**config.mk**
```make
export PLATFORM = sky130hd
export DESIGN_NAME = perceptron_seq_ctrl
export DESIGN_NICKNAME = d
export VERILOG_FILES = /design/src/rtl/perceptron_pkg.sv /design/src/rtl/perceptron_mac_unit.sv /design/src/rtl/perceptron_seq_ctrl.sv
export SDC_FILE = /design/constraint.sdc
export NUM_CORES = 1
export LEC_CHECK = 0
export CORE_MARGIN = 2
export CORE_UTILIZATION = 40
export DETAILED_ROUTE_END_ITERATION = 16
export GPL_TIMING_DRIVEN = 0
export PLACE_DENSITY = 0.66
export SLEW_MARGIN = 10
export SYNTH_ARGS = -nofsm -noshare
export SYNTH_HDL_FRONTEND = slang
export SYNTH_SLANG_ARGS = --single-unit
```
**constraint.sdc**
```tcl
create_clock -name clk -period 7.2 [get_ports clk]
set_input_delay 0.72 -clock clk [delete_from_list [all_inputs] [get_ports clk]]
set_output_delay 0.72 -clock clk [all_outputs]
set_load 0.02 [all_outputs]
```
**src/rtl/perceptron_pkg.sv**
```systemverilog
// Shared widths, config address map and FSM state encoding for the
// sequential perceptron controller.
package perceptron_pkg;

  localparam int N_INPUTS = 4;
  localparam int DATA_W   = 8;
  localparam int ACC_W    = 20;
  localparam int ADDR_W   = $clog2(N_INPUTS + 2);
  localparam int IDX_W    = $clog2(N_INPUTS);

  localparam logic [ADDR_W-1:0] CFG_BIAS   = ADDR_W'(N_INPUTS);
  localparam logic [ADDR_W-1:0] CFG_THRESH = ADDR_W'(N_INPUTS + 1);

  typedef enum logic [1:0] {
    IDLE = 2'd0,
    MAC  = 2'd1,
    ACT  = 2'd2,
    OUT  = 2'd3
  } state_t;

  // Clamp an accumulator value into the result width.
  function automatic logic [DATA_W-1:0] saturate(input logic [ACC_W-1:0] acc);
    if (acc > ACC_W'((1 << DATA_W) - 1)) begin
      return '1;
    end
    return acc[DATA_W-1:0];
  endfunction

endpackage

```
**src/rtl/perceptron_mac_unit.sv**
```systemverilog
// Single multiply-accumulate slice: one DATA_W x DATA_W multiplier feeding a
// registered accumulator that can be preloaded with the bias.
module perceptron_mac_unit
  import perceptron_pkg::*;
(
  input  logic              clk,
  input  logic              rst,
  input  logic              clear,
  input  logic [DATA_W-1:0] bias,
  input  logic              acc_en,
  input  logic [DATA_W-1:0] x,
  input  logic [DATA_W-1:0] w,
  output logic [ACC_W-1:0]  acc
);

  logic [2*DATA_W-1:0] prod;

  assign prod = x * w;

  always_ff @(posedge clk) begin
    if (rst) begin
      acc <= '0;
    end else if (clear) begin
      acc <= ACC_W'(bias);
    end else if (acc_en) begin
      acc <= acc + ACC_W'(prod);
    end
  end

endmodule

```
**src/rtl/perceptron_seq_ctrl.sv**
```systemverilog
// Sequential 4-input perceptron: config regfile, input latch, scheduling FSM
// and threshold/saturating activation around a shared MAC slice.
module perceptron_seq_ctrl
  import perceptron_pkg::*;
(
  input  logic                         clk,
  input  logic                         rst,
  input  logic                         cfg_we,
  input  logic [ADDR_W-1:0]            cfg_addr,
  input  logic [DATA_W-1:0]            cfg_data,
  output logic                         cfg_ready,
  input  logic                         in_valid,
  output logic                         in_ready,
  input  logic [N_INPUTS*DATA_W-1:0]   in_x,
  output logic                         out_valid,
  input  logic                         out_ready,
  output logic [DATA_W-1:0]            out_data,
  output logic                         out_active,
  output logic [1:0]                   dbg_state
);

  // Handshakes: a transfer happens on a rising edge where valid && ready are
  // both high; a source holds valid and its payload steady until that edge,
  // and ready never depends combinationally on valid.

  state_t                   state;
  logic [IDX_W-1:0]         idx;
  logic [N_INPUTS*DATA_W-1:0] x_lat;
  logic [DATA_W-1:0]        w_reg [N_INPUTS];
  logic [DATA_W-1:0]        w_lat [N_INPUTS];
  logic [DATA_W-1:0]        bias_reg;
  logic [DATA_W-1:0]        thresh_reg;
  logic [DATA_W-1:0]        thresh_lat;
  logic [ACC_W-1:0]         acc;
  logic [DATA_W-1:0]        x_sel;
  logic [DATA_W-1:0]        w_sel;
  logic                     accept;
  logic                     cfg_wr;

  assign in_ready  = (state == IDLE) && !rst;
  assign cfg_ready = (state == IDLE) && !rst;
  assign accept    = in_valid && in_ready;
  assign cfg_wr    = cfg_we && cfg_ready;
  assign dbg_state = state;
  assign x_sel     = x_lat[int'(idx)*DATA_W +: DATA_W];
  assign w_sel     = w_lat[idx];

  // Bias is read live at accept; the non-blocking update means a write in the
  // same cycle is not seen by that sample.
  perceptron_mac_unit u_mac (
    .clk    (clk),
    .rst    (rst),
    .clear  (accept),
    .bias   (bias_reg),
    .acc_en (state == MAC),
    .x      (x_sel),
    .w      (w_sel),
    .acc    (acc)
  );

  always_ff @(posedge clk) begin
    if (rst) begin
      for (int k = 0; k < N_INPUTS; k++) w_reg[k] <= '0;
      bias_reg   <= '0;
      thresh_reg <= '0;
    end else if (cfg_wr) begin
      if (cfg_addr < ADDR_W'(N_INPUTS)) begin
        w_reg[cfg_addr[IDX_W-1:0]] <= cfg_data;
      end else if (cfg_addr == CFG_BIAS) begin
        bias_reg <= cfg_data;
      end else if (cfg_addr == CFG_THRESH) begin
        thresh_reg <= cfg_data;
      end
    end
  end

  always_ff @(posedge clk) begin
    if (rst) begin
      state      <= IDLE;
      idx        <= '0;
      x_lat      <= '0;
      thresh_lat <= '0;
      for (int k = 0; k < N_INPUTS; k++) w_lat[k] <= '0;
      out_data   <= '0;
      out_active <= 1'b0;
      out_valid  <= 1'b0;
    end else begin
      case (state)
        IDLE: begin
          if (accept) begin
            // Snapshot coefficients so a coincident config write waits for the next sample.
            x_lat      <= in_x;
            thresh_lat <= thresh_reg;
            for (int k = 0; k < N_INPUTS; k++) w_lat[k] <= w_reg[k];
            idx        <= '0;
            state      <= MAC;
          end
        end
        MAC: begin
          idx <= idx + 1'b1;
          if (idx == IDX_W'(N_INPUTS - 1)) begin
            state <= ACT;
          end
        end
        ACT: begin
          if (acc < ACC_W'(thresh_lat)) begin
            out_data   <= '0;
            out_active <= 1'b0;
          end else begin
            out_data   <= saturate(acc);
            out_active <= 1'b1;
          end
          out_valid <= 1'b1;
          state     <= OUT;
        end
        OUT: begin
          if (out_ready) begin
            out_valid <= 1'b0;
            state     <= IDLE;
          end
        end
        default: state <= IDLE;
      endcase
    end
  end

endmodule

```
# Word level (Yosys, flattened, before mapping)

Memory sizes are Yosys's and may differ from the RTL's. A register that Yosys moved wholly into a read port is not among the register bits.
Index checks and enable logic that the tools add are counted.

Bits in registers: 90
RAM bits: 64
Input port bits: 48
Output and inout port bits: 14
Word-level logic and storage cells: 88
Memories kept: 2

Add/subtract/negate cells: 2
Multiply operators: 1
Magnitude comparators: 3
Equality and inequality tests: 9
Shifts and indexed selects: 1
Multiplexer cells: 37
Bitwise gates (word level): 6
Reductions and logical operators: 16

Memory list:

| name  | depth | bits a word | read ports | clocked after memory_dff | write ports | RTL line                  | text |
|---|---|---|---|---|---|---|---|
| w_lat | 4     | 8           | 1          | 1                        | 4           | perceptron_seq_ctrl.sv:30 | `logic [DATA_W-1:0] w_lat [N_INPUTS];` |
| w_reg | 4     | 8           | 4          | 0                        | 4           | perceptron_seq_ctrl.sv:29 | `logic [DATA_W-1:0] w_reg [N_INPUTS];` |

Operators by type and width:

| operator                                                                         | number |
|---|---|
| 8-bit two-way mux                                                                | 10 |
| 32-bit by 6-bit variable part select with 8-bit output                           | 1 |
| 20-bit by 16-bit adder with 20-bit output                                        | 1 |
| 20-bit by 8-bit greater-than comparator with 1-bit output, second input constant | 1 |
| 20-bit by 8-bit < comparator with 1-bit output                                   | 1 |
| 1-bit two-way mux                                                                | 17 |
| 8-bit by 8-bit multiplier with 16-bit output                                     | 1 |
| 2-bit two-way mux                                                                | 7 |
| 2-bit case mux with 4 select lines                                               | 1 |
| 8-bit OR reduction                                                               | 1 |
| 2-bit equality test, second input constant                                       | 3 |
| 3-bit equality test, second input constant                                       | 2 |
| 2-bit != test, second input constant                                             | 3 |
| 2-bit AND reduction                                                              | 3 |
| 3-bit AND reduction                                                              | 2 |
| 2-bit nonzero test                                                               | 3 |
| 1-bit OR                                                                         | 4 |
| 2-bit case mux with 2 select lines                                               | 1 |
| 4-bit AND reduction                                                              | 1 |
| 1-bit logical AND                                                                | 3 |
| 3-bit < comparator, second input constant                                        | 1 |
| 2-bit by 1-bit adder with 2-bit output, second input constant                    | 1 |
| 2-bit by 1-bit equality test with 1-bit output, second input constant            | 1 |
| 2-bit logical NOT                                                                | 1 |
| 4 further kinds                                                                  | 5 |

# Logic depth before layout (Yosys ltp)

Gate-level depths: netlist of the first run.

Word-level depth: 8
Depth in mapped cells: 18
Depth with buffers taken out: 17

# Modules after synthesis

From an unflattened synthesis of the first run, not the netlist that was laid out.

Cell total of the unflattened synthesis: 931
Area, all modules: 9415.3 um^2

Modules (own cells, without submodules):

| module              | times used | cells an instance | area each (um^2) | sequential area each (um^2) |
|---|---|---|---|---|
| perceptron_seq_ctrl | 1          | 493               | 5819.3           | 3363.2 |
| perceptron_mac_unit | 1          | 438               | 3595.9           | 400.4 |

# Worst setup path before layout of the first run

OpenSTA, ideal clock, no wires.

Path type: reg2reg
Start point: register idx[0]
End point: register u_mac.acc[18]
Setup time: 0.176 ns
Arrival: 5.206 ns
Data required time: 7.024 ns
Path slack: 1.818 ns
Cell stages (with the launch flop): 17
Path buffers: 1
Period minus slack after synthesis: 5.382 ns
Path through: dfxtp_1 -> clkbuf_1 -> mux4_2 -> and2_1 -> fa_1 -> fa_1 -> fa_1 -> inv_1 -> fa_1 -> inv_1 -> ha_1 -> a2111oi_0 -> inv_1 -> o21ai_0 -> o31a_1 -> xor2_1 -> nor2_1

Longest elaborated chain between the ends: 3

RTL lines:

| what                                                   | RTL line                   | text |
|---|---|---|
| start, declared                                        | perceptron_seq_ctrl.sv:27  | `logic [IDX_W-1:0] idx;` |
| start signal, assigned                                 | perceptron_seq_ctrl.sv:100 | `idx <= idx + 1'b1;` |
| 32-bit by 6-bit variable part select with 8-bit output | perceptron_seq_ctrl.sv:45  | `assign x_sel = x_lat[int'(idx)*DATA_W +: DATA_W];` |
| 8-bit by 8-bit multiplier with 16-bit output           | perceptron_mac_unit.sv:18  | `assign prod = x * w;` |
| 20-bit by 16-bit adder with 20-bit output              | perceptron_mac_unit.sv:26  | `acc <= acc + ACC_W'(prod);` |
| end signal, assigned                                   | perceptron_mac_unit.sv:24  | `acc <= ACC_W'(bias);` |
| end signal, assigned                                   | perceptron_mac_unit.sv:26  |  |
| end, declared                                          | perceptron_mac_unit.sv:13  | `output logic [ACC_W-1:0] acc` |

Every way passes these cells.
A chain may end at the register's enable or synchronous reset.

# Worst setup path after layout of the first run

Start point: register idx[0]
End point: register u_mac.acc[16]

Same word-level chain as after synthesis.

==> flow_summary.json, run 1 <==
{
  "ctsHtreeMaxLevel": 4,
  "drv_slew": 0,
  "syn_avg_cell_area_sq_um": 10.7,
  "synthArstFlopShare": 0,
  "place_inst": 1177,
  "worst_slew_pin_slew_ns": 0.981,
  "start_kind": "register",
  "dp_hpwl_mm": 16.0,
  "start_util": 0.408,
  "fin_crit_sh": 0.856,
  "port_buffers": 61,
  "ys_warn_count": 0,
  "post-route-min-period_ns": 6.16,
  "synth_nets": 987,
  "post_cts_buffers": 0,
  "yosys.area.top_type": "edfxtp_1",
  "final_nets": 1068,
  "cts_tree": "yes",
  "cp-end-kind": "register",
  "fp-row-count": 54,
  "grt_max_degree": 36,
  "cpPeakStageDelay_ns": 0.76,
  "die_h_microns": 153,
  "clk_pin_slew_ns": 0.06,
  "synth_cells": 835,
  "area_growth_pct": 17.8,
  "critPathMostFrequentCell": "fa_1",
  "placedInstanceArea_sq_um": 9900,
  "synth.distinct_cells": 49,
  "synth_edf_count": 64,
  "hold_class": "reg2reg",
  "antenna_found_initial": 1,
  "wirelength_mm": 20.7,
  "path_cells": "clkbuf_1, mux4_2, and2_1, fa_1, fa_1, fa_1, inv_1, fa_1, inv_1, ha_1, a2111oi_0, inv_1, o21ai_0, a21bo_2, xor2_1, a21oi_1",
  "cp_slowest_cell": "mux4_2",
  "cts_root_buffer": "clkbuf_16",
  "power.leakage_nw": 4.57,
  "diodes": 0,
  "synth_top_area_frac": 0.215,
  "fillCellCount": 2029,
  "finalHoldViolations": 0,
  "clock-skew-final_ns": 0.0129,
  "crit_fanout": 10,
  "die_x_microns": 153,
  "fmax_mhz": 162,
  "firstDrtPassIters": 5,
  "cap_viol_max_count": 0,
  "clockBufferDepth": 2,
  "yosys-top-cells-area": "edfxtp_1, dfxtp_1, fa_1",
  "synthTopCellsByCount": "inv_1, dfxtp_1, and2_1, edfxtp_1, nand2_1",
  "holdBufCountCts": 0,
  "status": "completed",
  "setup_tns_ns": 0,
  "grt_use_total": 0.185,
  "num_vias": 6200,
  "ios": 62,
  "synthFlopType": "dfxtp_1",
  "cts_sinks": 156,
  "crit_buf_inv": 4,
  "synth_seq_cells": 156,
  "ir_drop_mv": 0.260,
  "grt_pass1_wl_mm": 34.1,
  "slew-limit-headroom": 0.344,
  "grt_overflow_total": 0,
  "coreArea_sq_um": 21900,
  "setup_viol": 0,
  "cts_resized": 0,
  "seq_area_frac_synth": 0.422,
  "drive_gt1_frac": 0.0594,
  "die_area_sq_um": 23500,
  "numCtsBuffers": 17,
  "grt_setup_unrepaired": "false",
  "p_per_area_nw_per_um2": 303,
  "syn_area_sq_um": 8920,
  "arrival_ns": 6.44,
  "cp.required_ns": 7.48,
  "critical_path.top_delay_family": "adder cells",
  "grt_pass1_vias": 6384,
  "drc": 0,
  "final_cells": 1206,
  "gp_congestion": 0.800,
  "wire_per_inst_microns": 17.2,
  "design_area_sq_um": 10500,
  "avgViaCountPerCell": 5.14,
  "insertion_delay_ns": 0.42,
  "drt_iter0_markers": 422,
  "crit_type": "reg2reg",
  "synth_most_common_cell": "inv_1",
  "final_antenna_net_count": 0
}
[cell usage in the layout (no fill, tap or decap), types with 15 or more instances in the layout]
cell | synthesis | routed
a211oi_1 | 15 | 15
mux2i_1 | 23 | 23
o21ai_0 | 26 | 26
dfxtp_1 | 92 | 92
nor2_1 | 46 | 46
clkbuf_1 | 31 | 33
nand2_1 | 56 | 56
and3_1 | 33 | 33
and2_1 | 65 | 65
clkdlybuf4s50_1 | 0 | 61
inv_1 | 111 | 111
a21oi_1 | 24 | 24
mux4_2 | 16 | 16
edfxtp_1 | 64 | 64
ha_1 | 54 | 54
a22o_1 | 41 | 41
clkbuf_16 | 0 | 20
fa_1 | 50 | 50
[final cells by class]
type	count	area, sq um	share of cell area
Clock inverter	5	81.3	0.00774
Multi-Input combinational cell	530	4590	0.437
Timing Repair Buffer	62	631	0.0600
Tap cell	280	350	0.0333
Buffer	37	144	0.0137
Inverter	112	420	0.0400
Clock buffer	24	526	0.0500
Sequential cell	156	3760	0.358
[path summary, 6_finish.rpt]
kind         slack, ns  cells after the start           from            end
max reg2reg       1.04                     16         idx[0]  u_mac.acc[16]
max               1.04                     16         idx[0]  u_mac.acc[16]
min reg2reg       0.47                      2  thresh_reg[2]  thresh_lat[2]
min               0.47                      2  thresh_reg[2]  thresh_lat[2]
[worst register-to-register path, cell delays in order, from the launching register on]
cell,delay [ns]
dfxtp_1,0.33
clkbuf_1,0.61
mux4_2,0.76
and2_1,0.25
fa_1,0.51
fa_1,0.54
fa_1,0.55
inv_1,0.06
fa_1,0.54
inv_1,0.05
ha_1,0.37
a2111oi_0,0.41
inv_1,0.09
o21ai_0,0.51
a21bo_2,0.24
xor2_1,0.15
a21oi_1,0.08
[cell families after synthesis]
| group | share of synthesized area |
|---|---|
| fa+ha+maj | 0.188 |
| simple gates | 0.138 |
| flops | 0.422 |
| compound gates | 0.111 |
| buf+inv | 0.0631 |
| xor+xnor | 0.0118 |
| mux | 0.0662 |
[per-stage QoR]
| stage | worst slack, ns | util | hold WS (ns) | total power, mW |
|---|---|---|---|---|
| 3_3_place_gp | 1.02 | 0.451 | 0.439 | 2.26 |
| 2_1_floorplan | 1.82 | - | 0.424 | 1.93 |
| 3_5_place_dp | 1.02 | 0.452 | 0.449 | 2.29 |
| 5_1_grt | 0.631 | 0.480 | 0.483 | 3.41 |
| 4_1_cts | 0.996 | 0.480 | 0.465 | 3.21 |
| 6_report | 1.04 | 0.480 | 0.466 | 3.19 |
[power breakdown]
| group | switching, mW | total (mW) | internal [mW] |
|---|---|---|---|
| clock | 0.332 | 0.909 | 0.576 |
| sequential | 0.0669 | 1.12 | 1.05 |
| combinational | 0.703 | 1.16 | 0.455 |
[per-layer routing]
metal	vias up	GRT usage	wire (microns)
li1	3034	-	-
met1	3017	0.248	9560
met2	122	0.312	10200
met3	27	0.0278	632
met4	0	0.0533	357
met5	-	0	0
Note: power is estimated with default switching activity, not from simulation.
==> inputs of run 2 (changes only) <==
Settings changed: CORE_ASPECT_RATIO from default to 0.9, DONT_BUFFER_PORTS from default to 1, PLACE_DENSITY 0.66 to 0.62, SKIP_CTS_REPAIR_TIMING from default to 1.
==> flow_summary.json, run 2 (synthesis gave the netlist of run 1 again) <==
{
  "ctsHtreeMaxLevel": 4,
  "die_x_microns": 161,
  "avgViaCountPerCell": 5.17,
  "cap_viol_max_count": 0,
  "final_nets": 1007,
  "p_per_area_nw_per_um2": 316,
  "arrival_ns": 6.45,
  "switching_share": 0.384,
  "drc": 0,
  "status": "completed",
  "port_buffers": 0,
  "design_area_sq_um": 9920,
  "crit_type": "reg2reg",
  "grt_pass1_wl_mm": 33.9,
  "cp_slowest_cell": "mux4_2",
  "ir_drop_mv": 0.175,
  "wire_per_inst_microns": 17.6,
  "area_growth_pct": 11.2,
  "start_kind": "register",
  "cpPeakStageDelay_ns": 0.73,
  "internal_power_mw": 1.93,
  "clk_pin_slew_ns": 0.07,
  "regToRegSetupSlack_ns": 1.06,
  "pwr-share-seq": 0.362,
  "setup_tns_ns": 0,
  "final_common_cell": "inv_1",
  "slew-limit-headroom": 0.269,
  "path_cells": "clkbuf_1, mux4_2, and2_1, fa_1, fa_1, fa_1, inv_1, fa_1, inv_1, ha_1, a2111oi_0, inv_1, o21ai_0, a31oi_1, xnor2_1, o21ai_0",
  "final_core_utilization": 0.456,
  "ios": 62,
  "grt_setup_unrepaired": "false",
  "placedInstanceArea_sq_um": 9310,
  "grt_overflow_total": 0,
  "cts_root_buffer": "clkbuf_16",
  "power.leakage_nw": 4.34,
  "firstDrtPassIters": 6,
  "cts_sinks": 156,
  "fin_crit_sh": 0.853,
  "grt_use_total": 0.184,
  "cp.required_ns": 7.51,
  "fmax_mhz": 163,
  "coreArea_sq_um": 21800,
  "wirelength_mm": 20.4,
  "start_util": 0.410,
  "final_antenna_net_count": 0,
  "combPwrFrac": 0.346,
  "dp_hpwl_mm": 15.7,
  "drive_gt1_frac": 0.0703,
  "numCtsBuffers": 17,
  "gp_congestion": 0.863,
  "drv_slew": 0,
  "grt_max_degree": 22,
  "clockBufferDepth": 2,
  "grt_pass1_vias": 6140,
  "insertion_delay_ns": 0.43,
  "die_h_microns": 146,
  "finalHoldViolations": 0,
  "worst_slew_pin_slew_ns": 1.09,
  "fp-row-count": 51,
  "num_vias": 5988,
  "post-route-min-period_ns": 6.14,
  "crit_fanout": 10,
  "drt_iter0_markers": 438,
  "cp-end-kind": "register",
  "critPathMostFrequentCell": "fa_1",
  "power_frac_clock": 0.292,
  "hold_class": "in2reg",
  "die_area_sq_um": 23500,
  "cts_tree": "yes",
  "crit_buf_inv": 4,
  "p_sw_mw": 1.20,
  "clock-skew-final_ns": 0.0163,
  "antenna_found_initial": 0,
  "setup_viol": 0,
  "critical_path.top_delay_family": "adder cells",
  "finalPower_mw": 3.13,
  "diodes": 0,
  "final_cell_mix": "inv_1, dfxtp_1, and2_1",
  "final_cells": 1159,
  "place_inst": 1127
}
## run 2: through the flow
stage / setup WS, ns / hold slack (ns)
4_1_cts: 1.05 / 0.394
2_1_floorplan: 1.82 / 0.424
5_1_grt: 0.591 / 0.392
6_report: 1.06 / 0.411
3_5_place_dp: 1.06 / 0.450
3_3_place_gp: 1.10 / 0.446
## run 2: routing by layer
metal	share of wire	GRT usage
met5	0	0
met1	0.48	0.259
met4	0.012	0.0487
met3	0.040	0.0345
met2	0.47	0.294
## run 2: cell type report
class | instances | area (sq um)
fillers | 2030 | 11800
multi-input cells | 530 | 4590
flip-flops and latches | 156 | 3760
clock buffers | 17 | 425
inverters | 112 | 420
well taps | 291 | 364
clock inverters | 15 | 184
plain buffers | 37 | 144
repair buffers | 1 | 27.5
## run 2: power groups by stage
stage	Sequential (mW)	Clock [mW]	Combinational (mW)
after floorplan	1.12	0	0.804
final	1.13	0.915	1.08
after global placement	1.15	0	1.06
after global routing	1.15	0.966	1.24
after detailed placement	1.15	0	1.09
after CTS	1.13	0.928	1.09
## run 2: path summary, 6_finish.rpt
path | from | to | cells past startpoint
setup / recovery | idx[0] | u_mac.acc[14] | 16
hold / removal | in_x[20] | x_lat[20] | 1
setup reg to reg | idx[0] | u_mac.acc[14] | 16
hold reg to reg | thresh_reg[1] | thresh_lat[1] | 2
==> inputs of run 3 (changes only) <==
Settings changed: DONT_BUFFER_PORTS 1 to default, PLACE_DENSITY 0.62 to 0.66.
==> flow_summary.json, run 3 (synthesis gave the netlist of run 1 again) <==
{
  "timing.rr.end": "u_mac.acc[16]",
  "regToRegSetupSlack_ns": 1.06,
  "setup_tns_ns": 0,
  "clockBufferDepth": 2,
  "cp-end-kind": "register",
  "coreArea_sq_um": 21800,
  "drc": 0,
  "final_common_cell": "inv_1",
  "timing.rr.start": "idx[0]",
  "arrival_ns": 6.43,
  "design_area_sq_um": 10500,
  "critical_path.top_delay_family": "adder cells",
  "avgViaCountPerCell": 5.08,
  "drive_gt1_frac": 0.0646,
  "clk_pin_slew_ns": 0.07,
  "p_per_area_nw_per_um2": 299,
  "final_nets": 1068,
  "final_cells": 1220,
  "start_util": 0.410,
  "area_growth_pct": 17.4,
  "hold_class": "reg2reg",
  "die_area_sq_um": 23500,
  "cp.required_ns": 7.49,
  "hold_slack_ns": 0.473,
  "cts_root_buffer": "clkbuf_16",
  "place_inst": 1188,
  "hold_end": "thresh_lat[4]",
  "slew-limit-headroom": 0.310,
  "insertion_delay_ns": 0.43,
  "grt_pass1_vias": 6256,
  "path_cells": "clkbuf_1, mux4_2, and2_1, fa_1, fa_1, fa_1, inv_1, fa_1, inv_1, ha_1, a2111oi_0, inv_1, o21ai_0, a21bo_2, xor2_1, a21oi_1",
  "die_h_microns": 146,
  "critPathMostFrequentCell": "fa_1",
  "power.leakage_nw": 4.54,
  "fin_crit_sh": 0.852,
  "grt_overflow_total": 0,
  "cts_sinks": 156,
  "numCtsBuffers": 17,
  "grt_setup_unrepaired": "false",
  "diodes": 0,
  "num_vias": 6195,
  "grt_max_degree": 34,
  "final_antenna_net_count": 0,
  "finalPower_mw": 3.13,
  "port_buffers": 61,
  "wirelength_mm": 20.2,
  "status": "completed",
  "start_kind": "register",
  "ctsHtreeMaxLevel": 4,
  "ir_drop_mv": 0.182,
  "drt_iter0_markers": 264,
  "firstDrtPassIters": 4,
  "wire_per_inst_microns": 16.6,
  "clock-skew-final_ns": 0.0143,
  "crit_buf_inv": 4,
  "crit_fanout": 10,
  "cpPeakStageDelay_ns": 0.72,
  "ios": 62,
  "die_x_microns": 161,
  "drv_slew": 0,
  "min_from": "thresh_reg[4]",
  "cp_slowest_cell": "mux4_2",
  "placedInstanceArea_sq_um": 9920,
  "holdPathStages": 2,
  "crit_type": "reg2reg",
  "antenna_found_initial": 0,
  "cts_tree": "yes",
  "grt_pass1_wl_mm": 33.4,
  "final_cell_mix": "inv_1, dfxtp_1, and2_1",
  "finalHoldViolations": 0,
  "dp_hpwl_mm": 15.7,
  "gp_congestion": 0.810,
  "post-route-min-period_ns": 6.14,
  "cap_viol_max_count": 0,
  "setup_viol": 0,
  "fmax_mhz": 163,
  "grt_use_total": 0.181,
  "reg2reg_depth": 16,
  "worst_slew_pin_slew_ns": 1.03,
  "fp-row-count": 51
}
[run 3: worst reg2reg max path: cells and delay by family, from the launching register on]
| kind | cells | cell delay (ns) |
|---|---|---|
| and+or+nand+nor | 1 | 0.23 |
| buffers and inverters | 4 | 0.86 |
| DFF | 1 | 0.33 |
| adders and majority gates | 5 | 2.52 |
| AOI/OAI and AO/OA | 4 | 1.17 |
| xor gates and xnor gates | 1 | 0.16 |
| muxes | 1 | 0.73 |
[run 3: report_power, final]
group / internal, mW / leakage, nW / total, mW / switching (mW)
sequential: 1.05 / 1.43 / 1.12 / 0.0655
clock: 0.456 / 0.269 / 0.857 / 0.401
combinational: 0.457 / 2.85 / 1.16 / 0.700
[run 3: metal layers]
metal	track usage	vias to the layer above	share of wire	routed length, microns
met5	0	-	0	0
met4	0.0513	0	0.013	264
met3	0.0251	18	0.038	773
met2	0.297	105	0.49	9960
met1	0.251	3029	0.46	9240
li1	-	3043	-	-
[run 3: final cells by class]
class                   instances  area, sq um
plain buffers                  37          144
multi-input cells             530         4590
clock buffers                  18          429
flip-flops and latches        156         3760
repair buffers                 62          631
well taps                     291          364
clock inverters                14          128
fillers                      2009        11300
inverters                     112          420
[run 3: stage by stage]
step	util	setup slack (ns)
global route	0.481	0.704
finish	0.481	1.06
floorplan	-	1.82
CTS	0.481	1.02
detailed placement	0.456	1.00
global placement	0.455	1.06
[run 3: how the worst max path moves through the flow]
stage                     slack [ns]  cells after the start             to  startpoint
after global placement          1.06                     16  u_mac.acc[16]      idx[0]
after CTS                       1.02                     16  u_mac.acc[16]      idx[0]
after floorplan                 1.82                     16  u_mac.acc[18]      idx[0]
final                           1.06                     16  u_mac.acc[16]      idx[0]
after detailed placement        1.00                     16  u_mac.acc[16]      idx[0]
after global routing            0.70                     16  u_mac.acc[14]      idx[0]
